$ cat src/rtl/mem_pkg.sv
// Shared types for the OTTER data-memory path: access size encoding,
// load/store unit FSM states and the local alignment helper.
package mem_pkg;

  // Access size as seen on req_size / mem_size; 2'b11 is the illegal code.
  typedef enum logic [1:0] {
    BYTE = 2'b00,
    HALF = 2'b01,
    WORD = 2'b10
  } mem_size_e;

  typedef enum logic [1:0] {
    IDLE  = 2'b00,
    ISSUE = 2'b01,
    WAIT  = 2'b10,
    RESP  = 2'b11
  } lsu_state_e;

  // True when an access of this size cannot be issued at this byte offset.
  function automatic logic is_misaligned(input logic [1:0] size,
                                         input logic [1:0] addr_lo);
    logic bad;
    case (size)
      BYTE:    bad = 1'b0;
      HALF:    bad = addr_lo[0];
      WORD:    bad = (addr_lo != 2'b00);
      default: bad = 1'b1;
    endcase
    return bad;
  endfunction

endpackage

$ cat src/rtl/load_store_unit_if.sv
// Core-side request/response and memory-side strobe bundle of the load/store unit.
//
// Request handshake: a request transfers on a rising edge where req_valid and
// req_ready are both 1. req_ready is high only while the unit is idle;
// req_valid is ignored otherwise. The response is a single-cycle resp_valid
// pulse with no backpressure: the core must take it in that cycle.
interface load_store_unit_if #(
  parameter int BUS_WIDTH = 32
);
  logic                 req_valid;
  logic                 req_ready;
  logic                 req_we;
  logic [BUS_WIDTH-1:0] req_addr;
  logic [BUS_WIDTH-1:0] req_wdata;
  logic [1:0]           req_size;
  logic                 req_unsigned;

  logic                 resp_valid;
  logic [BUS_WIDTH-1:0] resp_rdata;
  logic                 resp_error;

  logic                 mem_rd;
  logic                 mem_we;
  logic [BUS_WIDTH-1:0] mem_addr;
  logic [BUS_WIDTH-1:0] mem_wdata;
  logic [1:0]           mem_size;
  logic                 mem_sign;
  logic [BUS_WIDTH-1:0] mem_rdata;
  logic                 mem_error;

  // Core plus memory environment around the unit.
  modport master (
    output req_valid, req_we, req_addr, req_wdata, req_size, req_unsigned,
    input  req_ready, resp_valid, resp_rdata, resp_error,
    input  mem_rd, mem_we, mem_addr, mem_wdata, mem_size, mem_sign,
    output mem_rdata, mem_error
  );

  // The load/store unit itself.
  modport slave (
    input  req_valid, req_we, req_addr, req_wdata, req_size, req_unsigned,
    output req_ready, resp_valid, resp_rdata, resp_error,
    output mem_rd, mem_we, mem_addr, mem_wdata, mem_size, mem_sign,
    input  mem_rdata, mem_error
  );
endinterface

$ cat src/rtl/load_aligner.sv
// Combinational load data extraction: picks the byte/halfword lane out of the
// raw memory word and sign- or zero-extends it to the bus width.
module load_aligner
  import mem_pkg::*;
#(
  parameter int BUS_WIDTH = 32
) (
  input  logic [BUS_WIDTH-1:0] raw,
  input  logic [1:0]           addr_lo,
  input  logic [1:0]           size,
  input  logic                 is_unsigned,
  output logic [BUS_WIDTH-1:0] data
);

  logic [7:0]  byte_sel;
  logic [15:0] half_sel;
  logic        ext_bit;

  // Select the lane, then extend from its MSB unless a zero-extending load.
  always_comb begin
    byte_sel = raw[{addr_lo, 3'b000} +: 8];
    half_sel = raw[{addr_lo[1], 4'b0000} +: 16];
    ext_bit  = 1'b0;
    case (size)
      BYTE: begin
        ext_bit = ~is_unsigned & byte_sel[7];
        data    = {{(BUS_WIDTH-8){ext_bit}}, byte_sel};
      end
      HALF: begin
        ext_bit = ~is_unsigned & half_sel[15];
        data    = {{(BUS_WIDTH-16){ext_bit}}, half_sel};
      end
      default: data = raw;
    endcase
  end

endmodule

$ cat src/rtl/load_store_unit.sv
// Load/store unit: initiator side of the OTTER data-memory interface.
// One request at a time: IDLE -> ISSUE -> (WAIT for loads) -> RESP -> IDLE.
// Optional macro LSU_LOCAL_ALIGN_CHECK_EN: reject misaligned/illegal requests
// in IDLE so they never reach memory (error response one cycle after accept).
module load_store_unit
  import mem_pkg::*;
#(
  parameter int BUS_WIDTH = 32
) (
  input  logic                    clk,
  input  logic                    rst_n,
  load_store_unit_if.slave        bus,
  output lsu_state_e              state_o
);

  lsu_state_e           state_q, state_d;
  logic                 req_ready_q, req_ready_d;
  logic                 resp_valid_q, resp_valid_d;
  logic                 resp_error_q, resp_error_d;
  logic [BUS_WIDTH-1:0] resp_rdata_q, resp_rdata_d;
  logic                 mem_rd_q, mem_rd_d;
  logic                 mem_we_q, mem_we_d;
  logic [BUS_WIDTH-1:0] mem_addr_q, mem_addr_d;
  logic [BUS_WIDTH-1:0] mem_wdata_q, mem_wdata_d;
  logic [1:0]           mem_size_q, mem_size_d;
  logic                 mem_sign_q, mem_sign_d;
  // Kept past ISSUE so the WAIT cycle can align the returned word.
  logic [1:0]           addr_lo_q, addr_lo_d;
  logic [1:0]           size_q, size_d;
  logic                 uns_q, uns_d;

  logic                 local_err;
  logic [BUS_WIDTH-1:0] aligned_rdata;
  logic [BUS_WIDTH-1:0] lane_wdata;

  load_aligner #(.BUS_WIDTH(BUS_WIDTH)) u_load_aligner (
    .raw         (bus.mem_rdata),
    .addr_lo     (addr_lo_q),
    .size        (size_q),
    .is_unsigned (uns_q),
    .data        (aligned_rdata)
  );

  // Local alignment check on the incoming request, if enabled.
`ifdef LSU_LOCAL_ALIGN_CHECK_EN
  assign local_err = is_misaligned(bus.req_size, bus.req_addr[1:0]);
`else
  assign local_err = 1'b0;
`endif

  // Replicate store data into every lane it could land in.
  always_comb begin
    case (bus.req_size)
      BYTE:    lane_wdata = {(BUS_WIDTH/8){bus.req_wdata[7:0]}};
      HALF:    lane_wdata = {(BUS_WIDTH/16){bus.req_wdata[15:0]}};
      default: lane_wdata = bus.req_wdata;
    endcase
  end

  // Next-state and next-output logic; memory fields are nonzero only in ISSUE.
  always_comb begin
    state_d      = state_q;
    resp_valid_d = 1'b0;
    resp_error_d = 1'b0;
    resp_rdata_d = resp_rdata_q;
    mem_rd_d     = 1'b0;
    mem_we_d     = 1'b0;
    mem_addr_d   = '0;
    mem_wdata_d  = '0;
    mem_size_d   = 2'b00;
    mem_sign_d   = 1'b0;
    addr_lo_d    = addr_lo_q;
    size_d       = size_q;
    uns_d        = uns_q;
    case (state_q)
      IDLE: begin
        resp_rdata_d = '0;
        if (bus.req_valid) begin
          addr_lo_d = bus.req_addr[1:0];
          size_d    = bus.req_size;
          uns_d     = bus.req_unsigned;
          if (local_err) begin
            state_d      = RESP;
            resp_valid_d = 1'b1;
            resp_error_d = 1'b1;
          end else begin
            state_d     = ISSUE;
            mem_rd_d    = ~bus.req_we;
            mem_we_d    = bus.req_we;
            mem_addr_d  = bus.req_addr;
            mem_wdata_d = lane_wdata;
            mem_size_d  = bus.req_size;
            mem_sign_d  = bus.req_unsigned;
          end
        end
      end
      ISSUE: begin
        if (bus.mem_error) begin
          state_d      = RESP;
          resp_valid_d = 1'b1;
          resp_error_d = 1'b1;
        end else if (mem_rd_q) begin
          state_d = WAIT;
        end else begin
          state_d      = RESP;
          resp_valid_d = 1'b1;
        end
      end
      WAIT: begin
        state_d      = RESP;
        resp_valid_d = 1'b1;
        resp_rdata_d = aligned_rdata;
      end
      default: begin
        state_d      = IDLE;
        resp_rdata_d = '0;
      end
    endcase
    req_ready_d = (state_d == IDLE);
  end

  // State and registered outputs; reset drops any in-flight response.
  always_ff @(posedge clk) begin
    if (!rst_n) begin
      state_q      <= IDLE;
      req_ready_q  <= 1'b1;
      resp_valid_q <= 1'b0;
      resp_error_q <= 1'b0;
      resp_rdata_q <= '0;
      mem_rd_q     <= 1'b0;
      mem_we_q     <= 1'b0;
      mem_addr_q   <= '0;
      mem_wdata_q  <= '0;
      mem_size_q   <= 2'b00;
      mem_sign_q   <= 1'b0;
      addr_lo_q    <= 2'b00;
      size_q       <= 2'b00;
      uns_q        <= 1'b0;
    end else begin
      state_q      <= state_d;
      req_ready_q  <= req_ready_d;
      resp_valid_q <= resp_valid_d;
      resp_error_q <= resp_error_d;
      resp_rdata_q <= resp_rdata_d;
      mem_rd_q     <= mem_rd_d;
      mem_we_q     <= mem_we_d;
      mem_addr_q   <= mem_addr_d;
      mem_wdata_q  <= mem_wdata_d;
      mem_size_q   <= mem_size_d;
      mem_sign_q   <= mem_sign_d;
      addr_lo_q    <= addr_lo_d;
      size_q       <= size_d;
      uns_q        <= uns_d;
    end
  end

  assign bus.req_ready  = req_ready_q;
  assign bus.resp_valid = resp_valid_q;
  assign bus.resp_error = resp_error_q;
  assign bus.resp_rdata = resp_rdata_q;
  assign bus.mem_rd     = mem_rd_q;
  // The write strobe is suppressed in the same cycle memory flags an error.
  assign bus.mem_we     = mem_we_q & ~bus.mem_error;
  assign bus.mem_addr   = mem_addr_q;
  assign bus.mem_wdata  = mem_wdata_q;
  assign bus.mem_size   = mem_size_q;
  assign bus.mem_sign   = mem_sign_q;
  assign state_o        = state_q;

endmodule

$ cat src/flat_wrapper.sv
// flat-port wrapper written by rule: the top's interface ports become plain ports
module load_store_unit_flat import mem_pkg::*;
#(
  parameter int BUS_WIDTH = 32
)
  (clk, rst_n, state_o, bus_req_valid, bus_req_we, bus_req_addr, bus_req_wdata, bus_req_size, bus_req_unsigned, bus_req_ready, bus_resp_valid, bus_resp_rdata, bus_resp_error, bus_mem_rd, bus_mem_we, bus_mem_addr, bus_mem_wdata, bus_mem_size, bus_mem_sign, bus_mem_rdata, bus_mem_error);
  load_store_unit_if #(.BUS_WIDTH(BUS_WIDTH)) bus_i ();
  input  logic clk;
  input  logic rst_n;
  output lsu_state_e state_o;
  input wire logic [$bits(bus_i.req_valid)-1:0] bus_req_valid;
  input wire logic [$bits(bus_i.req_we)-1:0] bus_req_we;
  input wire logic [$bits(bus_i.req_addr)-1:0] bus_req_addr;
  input wire logic [$bits(bus_i.req_wdata)-1:0] bus_req_wdata;
  input wire logic [$bits(bus_i.req_size)-1:0] bus_req_size;
  input wire logic [$bits(bus_i.req_unsigned)-1:0] bus_req_unsigned;
  output wire logic [$bits(bus_i.req_ready)-1:0] bus_req_ready;
  output wire logic [$bits(bus_i.resp_valid)-1:0] bus_resp_valid;
  output wire logic [$bits(bus_i.resp_rdata)-1:0] bus_resp_rdata;
  output wire logic [$bits(bus_i.resp_error)-1:0] bus_resp_error;
  output wire logic [$bits(bus_i.mem_rd)-1:0] bus_mem_rd;
  output wire logic [$bits(bus_i.mem_we)-1:0] bus_mem_we;
  output wire logic [$bits(bus_i.mem_addr)-1:0] bus_mem_addr;
  output wire logic [$bits(bus_i.mem_wdata)-1:0] bus_mem_wdata;
  output wire logic [$bits(bus_i.mem_size)-1:0] bus_mem_size;
  output wire logic [$bits(bus_i.mem_sign)-1:0] bus_mem_sign;
  input wire logic [$bits(bus_i.mem_rdata)-1:0] bus_mem_rdata;
  input wire logic [$bits(bus_i.mem_error)-1:0] bus_mem_error;
  assign bus_i.req_valid = bus_req_valid;
  assign bus_i.req_we = bus_req_we;
  assign bus_i.req_addr = bus_req_addr;
  assign bus_i.req_wdata = bus_req_wdata;
  assign bus_i.req_size = bus_req_size;
  assign bus_i.req_unsigned = bus_req_unsigned;
  assign bus_req_ready = bus_i.req_ready;
  assign bus_resp_valid = bus_i.resp_valid;
  assign bus_resp_rdata = bus_i.resp_rdata;
  assign bus_resp_error = bus_i.resp_error;
  assign bus_mem_rd = bus_i.mem_rd;
  assign bus_mem_we = bus_i.mem_we;
  assign bus_mem_addr = bus_i.mem_addr;
  assign bus_mem_wdata = bus_i.mem_wdata;
  assign bus_mem_size = bus_i.mem_size;
  assign bus_mem_sign = bus_i.mem_sign;
  assign bus_i.mem_rdata = bus_mem_rdata;
  assign bus_i.mem_error = bus_mem_error;
  load_store_unit #(.BUS_WIDTH(BUS_WIDTH)) u_core (.clk(clk), .rst_n(rst_n), .bus(bus_i), .state_o(state_o));
endmodule
$ cat config.mk
export PLATFORM = sky130hd
export DESIGN_NAME = load_store_unit_flat
export DESIGN_NICKNAME = d
export VERILOG_FILES = /design/src/rtl/mem_pkg.sv /design/src/rtl/load_store_unit_if.sv /design/src/rtl/load_aligner.sv /design/src/rtl/load_store_unit.sv /design/src/flat_wrapper.sv
export SDC_FILE = /design/constraint.sdc
export NUM_CORES = 1
export LEC_CHECK = 0
export CORE_ASPECT_RATIO = 0.8
export CORE_MARGIN = 2
export CORE_UTILIZATION = 35
export DETAILED_ROUTE_END_ITERATION = 12
export GPL_TIMING_DRIVEN = 1
export MAX_ROUTING_LAYER = met4
export PLACE_DENSITY = 0.77
export SYNTH_ARGS = -nofsm -noshare
export SYNTH_HDL_FRONTEND = slang
export SYNTH_SLANG_ARGS = --single-unit
$ cat constraint.sdc
create_clock -name clk -period 2.1 [get_ports clk]
set_clock_uncertainty 0.1 [all_clocks]
set_input_delay 0.42 -clock clk [delete_from_list [all_inputs] [get_ports clk]]
set_output_delay 0.42 -clock clk [all_outputs]
set_load 0.1 [all_outputs]
# Word level (Yosys, flattened, before mapping)
# Index checks and enable logic that the tools add are counted.
[totals] n_memories=0 latchBits=0 output_inout_bits=106 word_cells=44 ram_bits=0 inputBits=104 ff_bits=111 romBits=0
[op_classes] bitwise_logic=6 div_mod_pow=0 muxes=11 n_mul=0 reduce_logical=7 n_eq_ne=4 order_cmp=0 n_shift=2 addsub=0
[op_table] operator="32-bit case mux with 2 select lines" n=3
[op_table] operator="32-bit by 6-bit indexed part select with 16-bit output" n=1
[op_table] operator="32-bit by 6-bit indexed part select with 8-bit output" n=1
[op_table] operator="2-bit logical NOT" n=4
[op_table] operator="2-bit by 1-bit equality test with 1-bit output (second input constant)" n=3
[op_table] operator="2-bit case mux with 3 select lines" n=1
[op_table] operator="1-bit 2-to-1 mux" n=4
[op_table] operator="2-bit 2-to-1 mux" n=2
[op_table] operator="2-bit AND reduction" n=2
[op_table] operator="1-bit AND" n=3
[op_table] operator="1-bit inverter" n=3
[op_table] operator="3-bit AND reduction" n=1
[op_table] operator="2-bit equality test (second input constant)" n=1
[op_table] operator="1-bit case mux with 2 select lines" n=1

# Logic depth before layout (Yosys ltp)
[logic_depth] word_depth=4 ltp_mapped=8 depth_no_buf=6

# Hierarchy
# Synthesis repeated with hierarchy kept, for this count alone.
[unflattened] cells_unflattened=531 hier_area_um2=4657.0
[modules_own_cells] module="load_store_unit" cells_per_inst=414 n_inst=1 area_per_inst_um2=3942.5 seq_area_each_um2=2222.1
[modules_own_cells] module="load_aligner" cells_per_inst=117 n_inst=1 area_per_inst_um2=714.4 seq_area_each_um2=0.0

# Worst setup path after synthesis
# Ideal clock, no wire load.
[synth_path] path_kind="register to register" start="register u_core.state_q[1], in the netlist u_core.state_o[1]" end="register u_core.resp_rdata_q[21], in the netlist u_core.bus.resp_rdata[21]" slack_ps=-683 path_stages_with_launch=8 required_time_ps=1940 t_arrival_ps=2623 synth_period_minus_slack_ps=2783 path_buffers=2 setup_ps=60 cell_sequence="dfxtp_1 inv_1 ha_1 or2_2 buf_4 nor2_1 clkbuf_1 a221o_2"
[synth_via] elab_chain_cells=2 word_cells_on_any_way=3 classes_between="eq/ne (2); mux (1)"
[synth_lines] element="from (decl)" line="load_store_unit.sv:16" text="lsu_state_e state_q, state_d;"
[synth_lines] element="from (signal assigned)" line="load_store_unit.sv:140" text="state_q <= state_d;"
[synth_lines] element="2-bit equality test or 2-bit by 1-bit equality test with 1-bit output (tied branches)" line="load_store_unit.sv:75" text="case (state_q)"
[synth_lines] element="32-bit case mux with 2 select lines" line="load_store_unit.sv:75"
[synth_lines] element="to (signal assigned)" line="load_store_unit.sv:144" text="resp_rdata_q <= resp_rdata_d;"
[synth_lines] element="to (decl)" line="load_store_unit.sv:20" text="logic [BUS_WIDTH-1:0] resp_rdata_q, resp_rdata_d;"
# Several ways; a longest one is shown, not always the timed one.
# A chain may end at the register's enable or synchronous reset.

# Final worst setup path
[layout_path] start="register u_core.addr_lo_q[1]" end="register u_core.resp_rdata_q[12], in the netlist u_core.bus.resp_rdata[12]"
[layout_via] elab_chain_cells=4 word_cells_on_any_way=5 classes_between="shift (2); mux (2); bitwise (1)"
[layout_lines] element="from (decl)" line="load_store_unit.sv:28" text="logic [1:0] addr_lo_q, addr_lo_d;"
[layout_lines] element="from (signal assigned)" line="load_store_unit.sv:151" text="addr_lo_q <= addr_lo_d;"
[layout_lines] element="32-bit by 6-bit indexed part select with 8-bit output" line="load_aligner.sv:21" text="byte_sel = raw[{addr_lo, 3'b000} +: 8];"
[layout_lines] element="1-bit AND" line="load_aligner.sv:26" text="ext_bit = ~is_unsigned & byte_sel[7];"
[layout_lines] element="32-bit case mux with 2 select lines *" line="load_aligner.sv:24" text="case (size)"
[layout_lines] element="32-bit case mux with 2 select lines *" line="load_store_unit.sv:75"
# Mark *: on every way between the ends. The rest lies on a longest branch, timed or not.

==> results.cfg <==
[status]
status = finished clean

[global_route]
first_global_vias = 3612
grt_antenna_before_repair = 0
grt_max_degree = 45
grt_use_total_pct = 19.22
gr-total-overflow = 0
grt_pass1_wl_um = 17950

[yosys]
syn_avg_cell_area_um2 = 10.18
ys_ff_latch = 111
synth_most_common_cell = dfxtp_1
synthArstFlopShare_pct = 0
yosysUniqueCellTypes = 31
synth_warnings = 0
postSynthCellCount = 394
yosys-top-cells-count = dfxtp_1 (111), and2_1 (46), nor2_1 (38)
ys_seq_area_share_pct = 55.41
synth_fp_nets = 502
synth_top_area_cell = dfxtp_1
synth_edf_count = 0
synth.area.top_cells = dfxtp_1 (55%), and2_1 (7.2%), mux2i_1 (4.5%)
synth_area_um2 = 4010
synthFlopType = dfxtp_1
synth_top_area_share_pct = 55.41

[routing]
antenna_left = 0
wl_per_cell_um = 15.39
route.vias.total = 3715
route.detailed.drc = 0
vias_per_cell = 4.901
drtIter0Drc = 196
dr.pass1.iters = 4
drt_wl_total_um = 11670

[worst_hold_path]
hp-start = u_core.bus.resp_rdata[11]
min_to = u_core.bus.resp_rdata[11]
whs_path_depth = 2
hp-class = register to register

[floorplan]
die_h_um = 99.74
initial_core_util_pct = 36.40
row_count = 34
die_x_um = 123.7
io_pins = 210
dieArea_um2 = 12340
core_um2 = 11020

[timing]
finalHoldViolations = 0
rsz0062_at_grt = false
finalSetupViolations = 0
post-route-min-period_ps = 1878
fin_ws_ps = 221.8
drv_slew = 0
fmax_mhz = 532.4
maxSlewHeadroom_pct = 66.11
finalCritPeriodShare_pct = 89.44
tightestPinTransition_ps = 507.3

[setup_path]
crit_path_max_fanout = 9
critPathArrivalTime_ps = 2000
endpoint_kind = register
rr_startpoint = u_core.addr_lo_q[1]
path_class = register to register
critPathRequiredTime_ps = 2220
r2r_slack_ps = 220
r2r_end = u_core.bus.resp_rdata[12]
reg2regPathDepth = 6
critPathLaunchType = register

[cts]
cts_buffers = 9
cts_tree = done
cts_htree_levels = 3
clock_latency_ps = 330
clkTransAtPathRegs_ps = 70
cts_root_buf = clkbuf_16
ctsLongestPathBuffers = 2
post_cts_resized = 0
cts_num_sinks = 111

[power_and_ir_drop]
power_density_nw_per_um2 = 1232
total_power_w = 0.007959
p_leak_nw = 2.767
max-vdd-ir-drop_mv = 0.5641

[finish]
post-route-util_pct = 58.63
layout-drive-gt1-share_pct = 27.69
n_antenna_cell = 0
nets = 717
filler_cell_count = 959
area_delta_synth_final_pct = 61.09
finalNonFillerCells = 758

[placement]
hpwl_um = 8993
io_buffers = 209
routabilityCongestion = 0.8800
dp.cells = 741
dp_slack_ps = -268.3

[run]
drv_cap = 0
[cells by family after synthesis]
logic type	count (synthesis)	share of synthesized area (%)
multiplexers	25	6.459
flip-flops	111	55.41
AND/OR/NAND/NOR	126	16.13
adder cells (fa/ha/maj)	4	1.248
buffers and inverters	35	3.775
AO/OA/AOI/OAI	93	16.97
[cells in the final DEF, fill, tap and decap left out, types with 7 or more instances in the layout]
master,Yosys,layout
a21oi_1,20,20
a221o_1,13,13
a221o_2,10,10
a221oi_1,8,8
a32oi_1,7,7
and2_1,46,46
buf_4,1,124
clkbuf_16,0,10
clkdlybuf4s50_1,0,103
dfxtp_1,111,109
mux2_2,7,7
mux2i_1,18,18
nand2_1,24,24
nor2_1,38,37
o21ai_0,27,27
[repair_timing]
action / in CTS / in global routing
hold buffers: 0 / 0
setup endpoints to repair: 0 / 16
buffers inserted: 0 / 1
[registers in the layout, summed over array words and instances, names as in the netlist]
register	cells
u_core.mem_we_q	1
u_core.bus.mem_addr	32
u_core.size_q	2
u_core.bus.req_ready	1
u_core.bus.resp_valid	1
u_core.bus.mem_rd	1
u_core.addr_lo_q	2
u_core.state_o	2
u_core.bus.resp_error	1
u_core.bus.resp_rdata	32
u_core.bus.mem_size	2
u_core.bus.mem_sign	1
u_core.bus.mem_wdata	32
u_core.uns_q	1
[power breakdown]
| group | switching [W] | internal, W | leakage (nW) |
|---|---|---|---|
| clock network | 0.000778 | 0.000924 | 0.146 |
| logic | 0.00272 | 0.000975 | 1.72 |
| registers | 0.000150 | 0.00241 | 0.905 |
| total | 0.00365 | 0.00431 | 2.77 |
[how the worst max path moves through the flow]
| stage | slack (ps) | endpoint | depth (start not counted) | from |
|---|---|---|---|---|
| 5_1_grt | 120 | u_core.bus.resp_rdata[23] | 8 | u_core.state_o[0] |
| 2_1_floorplan | 40 | u_core.bus.resp_rdata[21] | 7 | u_core.state_o[1] |
| 6_report | 220 | u_core.bus.resp_rdata[12] | 6 | u_core.addr_lo_q[1] |
| 3_3_place_gp | -180 | u_core.bus.resp_rdata[28] | 5 | bus_mem_rdata[23] |
| 4_1_cts | 30 | u_core.bus.resp_rdata[28] | 4 | u_core.addr_lo_q[0] |
| 3_5_place_dp | -270 | u_core.bus.resp_rdata[28] | 5 | bus_mem_rdata[7] |
[layer usage]
metal / wire, um / GRT usage [%]
met2: 5429 / 30.52
met4: 208 / 6.381
met1: 4957 / 23.39
met3: 1071 / 5.562
met5: 0 / -
[worst max-delay path, cell delays in order, from the launching register on]
cell,delay (ps)
dfxtp_1,480
mux2i_1,350
buf_4,170
o32ai_2,60
buf_4,170
a221oi_1,320
o21ai_0,110
[cell type report]
class                   count  area [um2]  area share, %
repair buffers            233        2082          32.23
multi-input cells         248        1642          25.41
flip-flops and latches    111        2230          34.51
inverters                   6       22.52         0.3486
well taps                 144       180.2          2.789
clock inverters             4       36.28         0.5617
clock buffers              12       267.8          4.145
[through the flow]
| step | setup TNS (ps) | hold slack, ps | instance area [um2] |
|---|---|---|---|
| 2_1_floorplan | 0 | 378.2 | 4024 |
| 3_3_place_gp | -2825 | 346.0 | 6136 |
| 3_5_place_dp | -4086 | 344.4 | 6136 |
| 4_1_cts | 0 | 361.9 | 6440 |
| 5_1_grt | 0 | 380.1 | 6460 |
| 6_report | 0 | 358.0 | 6460 |
(Power assumes the default switching activity.)
